## src/rtl/ro_pkg.sv

```systemverilog
// Shared types and defaults for the ring-oscillator frequency counter.
// Holds the FSM state encoding and the default gate/settle timing.
package ro_pkg;

   typedef enum logic [1:0] {
      IDLE   = 2'd0,
      SETTLE = 2'd1,
      COUNT  = 2'd2,
      DONE   = 2'd3
   } state_t;

   localparam int COUNT_W_DEF    = 16;
   localparam int WINDOW_CYC_DEF = 1000;
   localparam int SETTLE_CYC_DEF = 8;

   function automatic int max2(input int a, input int b);
      return (a > b) ? a : b;
   endfunction

endpackage

```

## src/rtl/ro_freq_counter_if.sv

```systemverilog
// Control/result bundle between a measurement requester and the counter.
// The requester drives start; the counter returns status and the result.
interface ro_freq_counter_if
   import ro_pkg::*;
   #(parameter int COUNT_W = COUNT_W_DEF) ();

   logic               start;
   logic               busy;
   logic               done;
   logic [COUNT_W-1:0] count;
   logic               overflow;

   modport master (
      output start,
      input  busy,
      input  done,
      input  count,
      input  overflow
   );

   modport slave (
      input  start,
      output busy,
      output done,
      output count,
      output overflow
   );

endinterface

```

## src/rtl/sync_2ff.sv

```systemverilog
// Two-flop synchronizer for a single asynchronous level.
// Both flops clear to 0 on reset.
module sync_2ff (
   input  logic clk,
   input  logic rst_n,
   input  logic d,
   output logic q
);

   logic meta;

   always_ff @(posedge clk or negedge rst_n) begin
      if (!rst_n) begin
         meta <= 1'b0;
         q    <= 1'b0;
      end else begin
         meta <= d;
         q    <= meta;
      end
   end

endmodule

```

## src/rtl/ro_freq_counter.sv

```systemverilog
// Gated edge counter for a ring oscillator: enable, settle, count
// rising edges over a fixed clk window, then report once.
module ro_freq_counter
   import ro_pkg::*;
   #(
      parameter int COUNT_W    = COUNT_W_DEF,
      parameter int WINDOW_CYC = WINDOW_CYC_DEF,
      parameter int SETTLE_CYC = SETTLE_CYC_DEF
   ) (
      input  logic            clk,
      input  logic            rst_n,
      input  logic            ro_in,
      output logic            ro_enable,
      ro_freq_counter_if.slave bus
   );

   localparam int TMR_MAX = max2(SETTLE_CYC, WINDOW_CYC);
   localparam int TMR_W   = (TMR_MAX > 1) ? $clog2(TMR_MAX) : 1;

   localparam logic [TMR_W-1:0] SETTLE_LD = TMR_W'(SETTLE_CYC - 1);
   localparam logic [TMR_W-1:0] WINDOW_LD = TMR_W'(WINDOW_CYC - 1);

   state_t             state;
   logic [TMR_W-1:0]   tmr;
   logic               tmr_zero;
   logic [COUNT_W-1:0] cnt;
   logic [COUNT_W-1:0] cnt_nxt;
   logic               ovf;
   logic               ovf_nxt;
   logic               ro_s;
   logic               ro_d;
   logic               ro_rise;

   sync_2ff u_sync (
      .clk   (clk),
      .rst_n (rst_n),
      .d     (ro_in),
      .q     (ro_s)
   );

   always_ff @(posedge clk or negedge rst_n) begin
      if (!rst_n) ro_d <= 1'b0;
      else        ro_d <= ro_s;
   end

   assign ro_rise  = ro_s & ~ro_d;
   assign tmr_zero = (tmr == '0);

   // Saturate at all-ones; an edge that cannot be counted flags overflow.
   always_comb begin
      cnt_nxt = cnt;
      ovf_nxt = ovf;
      if (state == COUNT && ro_rise) begin
         if (&cnt) ovf_nxt = 1'b1;
         else      cnt_nxt = cnt + COUNT_W'(1);
      end
   end

   always_ff @(posedge clk or negedge rst_n) begin
      if (!rst_n) begin
         state        <= IDLE;
         tmr          <= '0;
         cnt          <= '0;
         ovf          <= 1'b0;
         ro_enable    <= 1'b0;
         bus.busy     <= 1'b0;
         bus.done     <= 1'b0;
         bus.count    <= '0;
         bus.overflow <= 1'b0;
      end else begin
         unique case (state)
            IDLE: begin
               if (bus.start) begin
                  state     <= SETTLE;
                  tmr       <= SETTLE_LD;
                  cnt       <= '0;
                  ovf       <= 1'b0;
                  ro_enable <= 1'b1;
                  bus.busy  <= 1'b1;
               end
            end
            SETTLE: begin
               if (tmr_zero) begin
                  state <= COUNT;
                  tmr   <= WINDOW_LD;
               end else begin
                  tmr <= tmr - TMR_W'(1);
               end
            end
            COUNT: begin
               cnt <= cnt_nxt;
               ovf <= ovf_nxt;
               // Capture next-state values so the last window cycle counts.
               if (tmr_zero) begin
                  state        <= DONE;
                  ro_enable    <= 1'b0;
                  bus.done     <= 1'b1;
                  bus.count    <= cnt_nxt;
                  bus.overflow <= ovf_nxt;
               end else begin
                  tmr <= tmr - TMR_W'(1);
               end
            end
            DONE: begin
               state    <= IDLE;
               bus.done <= 1'b0;
               bus.busy <= 1'b0;
            end
            default: state <= IDLE;
         endcase
      end
   end

endmodule

```

## src/flat_wrapper.sv

```systemverilog
// flat-port wrapper written by rule: the top's interface ports become plain ports
module ro_freq_counter_flat import ro_pkg::*;
#(
      parameter int COUNT_W    = COUNT_W_DEF,
      parameter int WINDOW_CYC = WINDOW_CYC_DEF,
      parameter int SETTLE_CYC = SETTLE_CYC_DEF
   )
  (clk, rst_n, ro_in, ro_enable, bus_start, bus_busy, bus_done, bus_count, bus_overflow);
  ro_freq_counter_if #(.COUNT_W(COUNT_W)) bus_i ();
  input  logic clk;
  input  logic rst_n;
  input  logic ro_in;
  output logic ro_enable;
  input wire logic [$bits(bus_i.start)-1:0] bus_start;
  output wire logic [$bits(bus_i.busy)-1:0] bus_busy;
  output wire logic [$bits(bus_i.done)-1:0] bus_done;
  output wire logic [$bits(bus_i.count)-1:0] bus_count;
  output wire logic [$bits(bus_i.overflow)-1:0] bus_overflow;
  assign bus_i.start = bus_start;
  assign bus_busy = bus_i.busy;
  assign bus_done = bus_i.done;
  assign bus_count = bus_i.count;
  assign bus_overflow = bus_i.overflow;
  ro_freq_counter #(.COUNT_W(COUNT_W), .WINDOW_CYC(WINDOW_CYC), .SETTLE_CYC(SETTLE_CYC)) u_core (.clk(clk), .rst_n(rst_n), .ro_in(ro_in), .ro_enable(ro_enable), .bus(bus_i));
endmodule
```

## config.mk

```make
export PLATFORM = sky130hd
export DESIGN_NAME = ro_freq_counter_flat
export DESIGN_NICKNAME = d
export VERILOG_FILES = /design/src/rtl/ro_pkg.sv /design/src/rtl/ro_freq_counter_if.sv /design/src/rtl/sync_2ff.sv /design/src/rtl/ro_freq_counter.sv /design/src/flat_wrapper.sv
export SDC_FILE = /design/constraint.sdc
export NUM_CORES = 1
export LEC_CHECK = 0
export CORE_MARGIN = 3
export CORE_UTILIZATION = 60
export CTS_BUF_LIST = sky130_fd_sc_hd__clkbuf_8 sky130_fd_sc_hd__clkbuf_16
export CTS_CLUSTER_DIAMETER = 30
export DETAILED_ROUTE_END_ITERATION = 10
export PLACE_DENSITY_LB_ADDON = 0.12
export SKIP_CTS_REPAIR_TIMING = 1
export SYNTH_ARGS = -nofsm -noshare
export SYNTH_HDL_FRONTEND = slang
export SYNTH_SLANG_ARGS = --single-unit
```

## constraint.sdc

```tcl
create_clock -name clk -period 5 [get_ports clk]
set_input_delay 0.75 -clock clk [delete_from_list [all_inputs] [get_ports clk]]
set_output_delay 0.75 -clock clk [all_outputs]
set_load 0.02 [all_outputs]
```

-- Word level (Yosys, flattened, before mapping)
Cells that the tools add are included.
- bits of input ports: 4
- output and inout port bits: 20
- flip-flop bits (word level): 52
- word-level logic and storage cells: 60
- eq/ne operators: 7
- bitwise logic cells: 2
- mux-type cells: 22
- reductions and logical operators: 15
- $add $sub $neg: 2
- operator list (kind ; number):
    16-bit 2-to-1 mux ; 3
    16-bit case mux with 2 select lines ; 1
    10-bit 2-to-1 mux ; 3
    10-bit case mux with 3 select lines ; 1
    16-bit by 1-bit adder with 16-bit output (second input constant) ; 1
    16-bit AND reduction ; 1
    10-bit logical NOT ; 1
    10-bit by 1-bit subtractor with 10-bit output (second input constant) ; 1
    3-bit AND reduction ; 3
    1-bit case mux with 2 select lines ; 4
    2-bit case mux with 4 select lines ; 1
    2-bit AND reduction ; 4
    1-bit 2-to-1 mux ; 6
    2-bit 2-to-1 mux ; 3
    2-bit nonzero test ; 3
    2-bit equality test (second input constant) ; 2
    2-bit by 1-bit != test with 1-bit output (second input constant) ; 2
    2-bit != test (second input constant) ; 2
    3-bit nonzero test ; 1
    2-bit by 1-bit equality test with 1-bit output (second input constant) ; 1
    2-bit logical NOT ; 1
    1-bit bitwise AND ; 1
    1-bit logical AND ; 1
    1-bit NOT ; 1

-- Longest topological paths before layout
Gate-level depths: netlist of the first run.
- word-level depth: 5
- mapped depth: 8
- gate-level depth less buffers: 7

-- Modules after synthesis
From an unflattened synthesis of the first run, not the netlist that was laid out.
- cells, all modules: 313
- area total of the unflattened synthesis: 2810.2 µm²
- modules (own cells, without submodules) (module ; cells an instance ; instances ; area an instance (µm²) ; sequential area each (µm²)):
    ro_freq_counter ; 311 ; 1 ; 2760.1 ; 1251.2
    sync_2ff ; 2 ; 1 ; 50.0 ; 50.0

-- Worst setup path before layout of the first run
No wires, ideal clock.
- path kind: register -> register
- start: register u_core.state[0]
- end: register u_core.cnt[14]
- path buffers: 1
- required time: 4881 ps
- period minus slack after synthesis: 1946 ps
- cell stages (with the launch flop): 9
- arrival time: 1827 ps
- slack: 3054 ps
- library setup time: 119 ps
- cells stage by stage: dfrtp_1 inv_1 ha_1 buf_4 and3b_1 nand3_2 or4_1 a21oi_1 nor2_1
- longest elaborated chain between the ends: 4
- elaborated cells on any way between the ends: 8
- classes of those cells: 2 x eq/ne; 2 x mux; 4 x reduce/logical
- RTL lines (what ; RTL line ; source):
    start, declared ; ro_freq_counter.sv:23 ; state_t state;
    start signal, assigned ; ro_freq_counter.sv:61 ; state <= IDLE;
    start signal, assigned ; ro_freq_counter.sv:74 ; state <= SETTLE;
    start signal, assigned ; ro_freq_counter.sv:84 ; state <= COUNT;
    2-bit equality test ; ro_freq_counter.sv:53, ro_freq_counter.sv:71 ;
    1-bit logical AND ; ro_freq_counter.sv:53 ; if (state == COUNT && ro_rise) begin
    16-bit 2-to-1 mux ; ro_freq_counter.sv:53 ;
    16-bit case mux with 2 select lines ; ro_freq_counter.sv:71 ; unique case (state)
    end signal, assigned ; ro_freq_counter.sv:91 ; cnt <= cnt_nxt;
    end, declared ; ro_freq_counter.sv:26 ; logic [COUNT_W-1:0] cnt;
Parallel ways exist; a longest one is shown, timed or not.
A chain may end at the register's enable or synchronous reset.

-- Worst setup path in the final report of the first run
- start: register u_core.tmr[0]
- end: register u_core.tmr[6]
- longest elaborated chain between the ends: 3
- elaborated cells on any way between the ends: 7
- classes of those cells: 1 x add/sub; 1 x eq/ne; 3 x mux; 2 x reduce/logical
- RTL lines (what ; RTL line ; source):
    start, declared ; ro_freq_counter.sv:24 ; logic [TMR_W-1:0] tmr;
    start signal, assigned ; ro_freq_counter.sv:87 ; tmr <= tmr - TMR_W'(1);
    start signal, assigned ; ro_freq_counter.sv:101 ; tmr <= tmr - TMR_W'(1);
    10-bit by 1-bit subtractor with 10-bit output / 10-bit logical NOT (equally long branches) ; ro_freq_counter.sv:87, ro_freq_counter.sv:101, ro_freq_counter.sv:47 ;
    10-bit 2-to-1 mux (tied with other cells) ; ro_freq_counter.sv:94 ; if (tmr_zero) begin
    10-bit case mux with 3 select lines / 3-bit AND reduction (equally long branches) ; -- ;
Parallel ways exist; a longest one is shown, timed or not. The select of a mux whose other input is x is not followed.

==> results.ini, run 1 <==
[synthesis]
syn_area_um2 = 2960
synth_warnings = 0
synth_fp_nets = 321
ys_seq_elements = 52
synth_common_cells = dfrtp_1 (52), nand2_1 (28), o21ai_0 (23)
ys_seq_area_share_pct = 43.9
synth_cell_types = 59
yosys.area.top_type = dfrtp_1
synthCells = 310
syn_avg_cell_area_um2 = 9.56
synth-async-reset-ratio_pct = 100
synth.area.top_cells = dfrtp_1 (44%), o21ai_0 (3.9%), a21oi_1 (3.5%)
synth_most_common_cell = dfrtp_1
synth_edf_count = 0
ys.flop_type = dfrtp_1
yosysTopAreaCellShare_pct = 43.9

[pwr]
p_per_area_nw_per_um2 = 246
ir_drop_uv = 164
p_leak_nw = 1.38
total_power_w = 0.000812

[min_path]
holdPathStages = 0
min_from = u_core.u_sync.meta
hold_class = flop to flop

[global_route]
grt.busiest_layer = met2
use_met2_pct = 32.9
grt_pass1_wl_mm = 10.7
grtUsageTotal_pct = 22.0
met1_usage_pct = 32.0
grt_antenna_before_repair = 0
overflow = 0
use_met3_pct = 4.02
grt_pass1_vias = 2299
grt_max_degree = 53

[clock_network]
cts_max_path_buffers = 2
path_clk_slew_ns = 0.09
root_buffer = clkbuf_8
clock_sinks = 52
insertion_delay_ns = 0.31
tritoncts = done
numCtsBuffers = 5
htree_levels = 2

[worst_setup_path]
arrival_ns = 3.26
r2r-start = u_core.tmr[0]
path_common_cell = nand4_1
critPathSlowestCell = nand4_1
startpoint_type = flop
critical_path.cell_chain = inv_1, ha_1, nor4b_2, nand4_1, nand4_1, o21ai_0, o2bb2ai_1
slowest_delay_ns = 0.94
crit_fanout = 30
crit_path_end_kind = flop
worstPathRequired_ns = 5.19
cp-startpoint = u_core.tmr[0]
critPathKind = flop to flop
r2r_cells = 7

[layout]
multiInputGateArea_um2 = 1520
regArea_um2 = 1300
area_growth_pct = 11.1
nets = 338
final_util_pct = 72.2
antenna_cells = 0
fillers = 369
drive_gt1_share_pct = 8.59

[timing]
rsz0062_at_grt = false
finalClockSkew_ns = 0.00854
tightest_slew_ns = 1.11
setup_violations = 0
final_hold_viol_count = 0
fin_hold_ws_ns = 0.369
fin_tns_setup_ns = 0
final_max_slew_viol_count = 0
relSlewSlack_pct = 25.5
fin_crit_sh_pct = 61.3
timing.final.crit_period_ns = 3.07
fmax_mhz = 326

[placement]
port_buffers = 23
place_congestion = 0.840
dpl.hpwl_mm = 4.21

[detailed_routing]
vias = 2422
wl_per_cell_um = 15.5
postRouteAntennaNets = 0
drtIter0Drc = 164
viasPerCell = 6.19
first_pass_iters = 4
drcViolationCount = 0
finalWirelength_mm = 6.07

[outcome]
outcome = complete, no violations

[die]
num_rows = 24
ios = 24
initial_core_util_pct = 64.9
die_height_um = 76.3
dieArea_um2 = 5820
die_w_um = 76.3
core_area_um2 = 4560

[job]
drv_cap = 0

==> metal layers <==
layer / share of wire (%) / wire length [um]
met1: 49 / 2980
met2: 43 / 2620
met4: 1.5 / 93
met3: 6.2 / 379
met5: 0 / 0
==> through the flow <==
| stage | worst slack (ns) | cells | area, um^2 |
|---|---|---|---|
| 6_report | 1.93 | 391 | 3290 |
| 5_1_grt | 1.62 | 391 | 3290 |
| 4_1_cts | 1.95 | 391 | 3290 |
| 3_5_place_dp | 1.99 | 385 | 3200 |
| 3_3_place_gp | 2.13 | 385 | 3200 |
| 2_1_floorplan | 3.05 | 310 | 2960 |
==> sequential cells by signal, summed over array words and instances, names as in the netlist <==
signal and cells:
u_core.bus.count 16, u_core.cnt 16, u_core.tmr 10, u_core.state 2
u_core.bus.busy 1, u_core.bus.done 1, u_core.bus.overflow 1, u_core.ovf 1
u_core.ro_d 1, u_core.ro_enable 1, u_core.u_sync.meta 1, u_core.u_sync.q 1
==> cells in the final DEF (no fill, tap or decap), drive strengths merged, types with 2 or more instances in the layout <==
master	n
clkdlybuf4s50	22
nor4	2
or3	6
nor3	8
clkbuf	5
o31ai	2
o22ai	4
and4	4
inv	13
o21a	3
nand3	12
xnor2	11
a22o	4
nor2	21
nand3b	2
buf	3
ha	7
nand4	8
or4	2
and3	3
a31oi	11
nand2	28
a21o	9
mux2i	2
a2bb2oi	2
o211ai	5
o21ai	31
a211oi	4
dfrtp	52
nand2b	2
a21oi	22
==> kinds of logic (layout without fill, tap and decap cells) <==
logic type | count (synthesis) | in the layout | share of synthesized area, %
compound gates | 105 | 105 | 23.3
simple gates | 104 | 104 | 20.9
flops | 52 | 52 | 43.9
buf+inv | 28 | 44 | 4.69
xor+xnor | 12 | 12 | 3.55
fa+ha+maj | 7 | 7 | 2.95
mux | 2 | 2 | 0.675
==> critical path, delay by kind of cell (launching register included) <==
| family | cells | cell delay [ns] |
|---|---|---|
| buffers and inverters | 1 | 0.13 |
| and+or+nand+nor | 3 | 1.96 |
| AOI/OAI and AO/OA | 2 | 0.30 |
| DFF | 1 | 0.42 |
| adders and majority gates | 1 | 0.15 |
==> final cells by class <==
class	instances	area share, %
Sequential cell	52	39.5
Multi-Input combinational cell	230	46.3
Clock inverter	1	0.912
Tap cell	65	2.47
Clock buffer	5	2.09
Timing Repair Buffer	25	7.29
Inverter	13	1.48
==> where the power goes <==
| part | total [W] | switching, W | internal, W |
|---|---|---|---|
| clock network | 0.000276 | 0.000132 | 0.000144 |
| registers | 0.000470 | 0.0000337 | 0.000437 |
| logic | 0.0000657 | 0.0000352 | 0.0000305 |
==> final timing paths <==
| path | end | slack (ns) |
|---|---|---|
| worst max-delay path | u_core.tmr[6] | 1.93 |
| worst min-delay path | u_core.u_sync.q | 0.37 |
| worst max register to register | u_core.tmr[6] | 1.93 |
| worst min register to register | u_core.u_sync.q | 0.37 |
| max in group asynchronous | u_core.bus.count[14] | 4.01 |
| min in group asynchronous | u_core.tmr[7] | 0.54 |
(Power assumes the default switching activity.)
==> inputs of run 2 (changes only) <==
- CORE_UTILIZATION: 60 -> 58
- clock period: 5 -> 3 ns (I/O delays scaled with it)
==> run 2 against run 1 <==
  * Hold slack worse by 0.28 ns
  * Die area increased by 3.2%
  * Sequential power increased by 66%
  * Non-clock buffer count rose by 2
  * Fmax increased by 30%
  * Combinational power rose by 61%
  * Critical path depth rose by 1
  * Clock skew decreased by 0.00059 ns
  * Total power increased by 67%
  * Clock power increased by 71%
  * Critical path type unchanged
  * First-iteration DRC count is 6.1% lower
  * Core utilization shrank 3.2 points
==> results.ini, run 2 (same netlist as run 1, synthesis figures left out) <==
[detailed_routing]
postRouteAntennaNets = 0  ; unchanged
drcViolationCount = 0  ; unchanged
first_pass_iters = 4  ; unchanged
drtIter0Drc = 154  ; -6.1%
wl_per_cell_um = 14.8  ; -4.4%
viasPerCell = 5.91  ; -4.6%
vias = 2345  ; -3.2%
finalWirelength_mm = 5.89  ; -2.9%

[worst_setup_path]
crit_fanout = 26  ; -13%
crit_end = u_core.tmr[0]
path_buf_inv = 2  ; +1
reg2reg_to = u_core.tmr[0]
crit_path_end_kind = flop
cp-startpoint = u_core.tmr[0]
crit_family = simple AND/OR/NAND/NOR gates
cp.depth = 8  ; +1
r2r-start = u_core.tmr[0]
worstPathRequired_ns = 3.22  ; -1.97 ns
startpoint_type = flop
critical_path.cell_chain = inv_1, ha_1, nor4b_2, nand4_1, buf_4, o211ai_2, nor2_1, a311oi_1
r2r_cells = 8  ; +1
arrival_ns = 2.57  ; -0.69 ns
slowest_delay_ns = 0.42  ; -0.52 ns
r2r_setup_slack_ns = 0.65  ; -1.29 ns
critPathKind = flop to flop
critPathSlowestCell = dfrtp_1

[clock_network]
cts_max_path_buffers = 2  ; unchanged
tritoncts = done
path_clk_slew_ns = 0.09  ; about the same
htree_levels = 2  ; unchanged
insertion_delay_ns = 0.31  ; about the same
clock_sinks = 52  ; unchanged
root_buffer = clkbuf_8
numCtsBuffers = 5  ; unchanged

[global_route]
overflow = 0  ; unchanged
grtUsageTotal_pct = 21.4  ; -0.66 points
grt_antenna_before_repair = 0  ; unchanged
grt_pass1_wl_mm = 10.4  ; -2.4%
grt_max_degree = 32  ; -40%
grt_pass1_vias = 2278  ; -0.91%

[timing]
fin_tns_setup_ns = 0  ; unchanged
fmax_mhz = 425  ; +30%
rsz0062_at_grt = false
finalClockSkew_ns = 0.00794  ; -0.000593 ns
fin_crit_sh_pct = 78.4  ; +17 points
timing.final.crit_period_ns = 2.35  ; -0.714 ns
relSlewSlack_pct = 69.4  ; +44 points
final_hold_viol_count = 0  ; unchanged
setup_violations = 0  ; unchanged
tightest_slew_ns = 0.458  ; -0.655 ns
fin_hold_ws_ns = 0.0852  ; -0.284 ns
final_max_slew_viol_count = 0  ; unchanged

[pwr]
total_power_w = 0.00136  ; +67%
ir_drop_uv = 186  ; +14%
p_per_area_nw_per_um2 = 409  ; +66%
p_leak_nw = 1.40  ; +0.89%

[layout]
final_common_cell = dfrtp_1
nets = 340  ; +0.59%
final_util_pct = 69.0  ; -3.2 points
antenna_cells = 0  ; unchanged
reg_top3 = u_core.bus.count x16, u_core.cnt x16, u_core.tmr x10
mostFrequentLayoutCells = dfrtp_1 (52), nand2_1 (28), o21ai_0 (23)
drive_gt1_share_pct = 9.70  ; +1.1 points
area_growth_pct = 12.2

[die]
ios = 24  ; unchanged
dieArea_um2 = 6000  ; +3.2%
die_w_um = 77.5  ; +1.6%
core_area_um2 = 4820  ; +5.5%
num_rows = 25  ; +4.2%
die_height_um = 77.5  ; +1.6%
initial_core_util_pct = 61.5  ; -3.4 points

[placement]
dpl.hpwl_mm = 4.31  ; +2.2%
port_buffers = 23  ; unchanged
place_congestion = 0.912  ; +8.5%

[outcome]
outcome = complete, no violations

[job]
drv_cap = 0  ; unchanged

[min_path]
hold_class = primary input to asynchronous set/reset pin

run 2: cell count changes in the layout (fill, tap and decap cells not counted):
cell / change
clkinvlp_4: +1
clkinv_2: +1
buf_4: +2
run 2: power breakdown:
part,leakage (nW),switching [W],internal [W],total [W]
Sequential,0.672,0.0000528,0.000728,0.000781
Clock,0.0541,0.000226,0.000247,0.000473
Combinational,0.670,0.0000558,0.0000503,0.000106
Total,1.40,0.000334,0.00102,0.00136
run 2: cell type report:
type / instances / area, um^2
clock buffers: 5 / 68.8
clock inverters: 3 / 42.5
fillers: 401 / 1490
inverters: 13 / 48.8
multi-input cells: 230 / 1520
flip-flops and latches: 52 / 1300
well taps: 67 / 83.8
repair buffers: 27 / 255
run 2: worst register-to-register path: stages (launching register included):
cell and delay (ns):
dfrtp_1 0.42, inv_1 0.14, ha_1 0.20, nor4b_2 0.41
nand4_1 0.29, buf_4 0.30, o211ai_2 0.20, nor2_1 0.11
a311oi_1 0.21
run 2: how the worst min path moves through the flow:
stage                                   from                   end  slack, ns  depth (start not counted)
after floorplan                        rst_n       u_core.bus.busy       0.15                          0
after global placement    u_core.u_sync.meta       u_core.u_sync.q       0.33                          0
after detailed placement  u_core.u_sync.meta       u_core.u_sync.q       0.34                          0
after CTS                              rst_n  u_core.bus.count[12]       0.09                          1
after global routing                   rst_n  u_core.bus.count[12]       0.11                          1
final                                  rst_n   u_core.bus.count[1]       0.09                          1
run 2: per-stage QoR:
step	instance area (um^2)	std cells	setup WS, ns
6_report	3320	397	0.647
2_1_floorplan	2960	310	1.05
3_5_place_dp	3210	389	0.705
4_1_cts	3320	397	0.673
5_1_grt	3320	397	0.466
3_3_place_gp	3210	389	0.820
run 2: layer usage:
| layer | wire (um) | up-vias | GRT usage [%] |
|---|---|---|---|
| met3 | 233 | 13 | 3.25 |
| met4 | 140 | 0 | 9.96 |
| li1 | - | 1176 | - |
| met2 | 2830 | 54 | 36.4 |
| met5 | 0 | - | 0 |
| met1 | 2690 | 1102 | 26.7 |
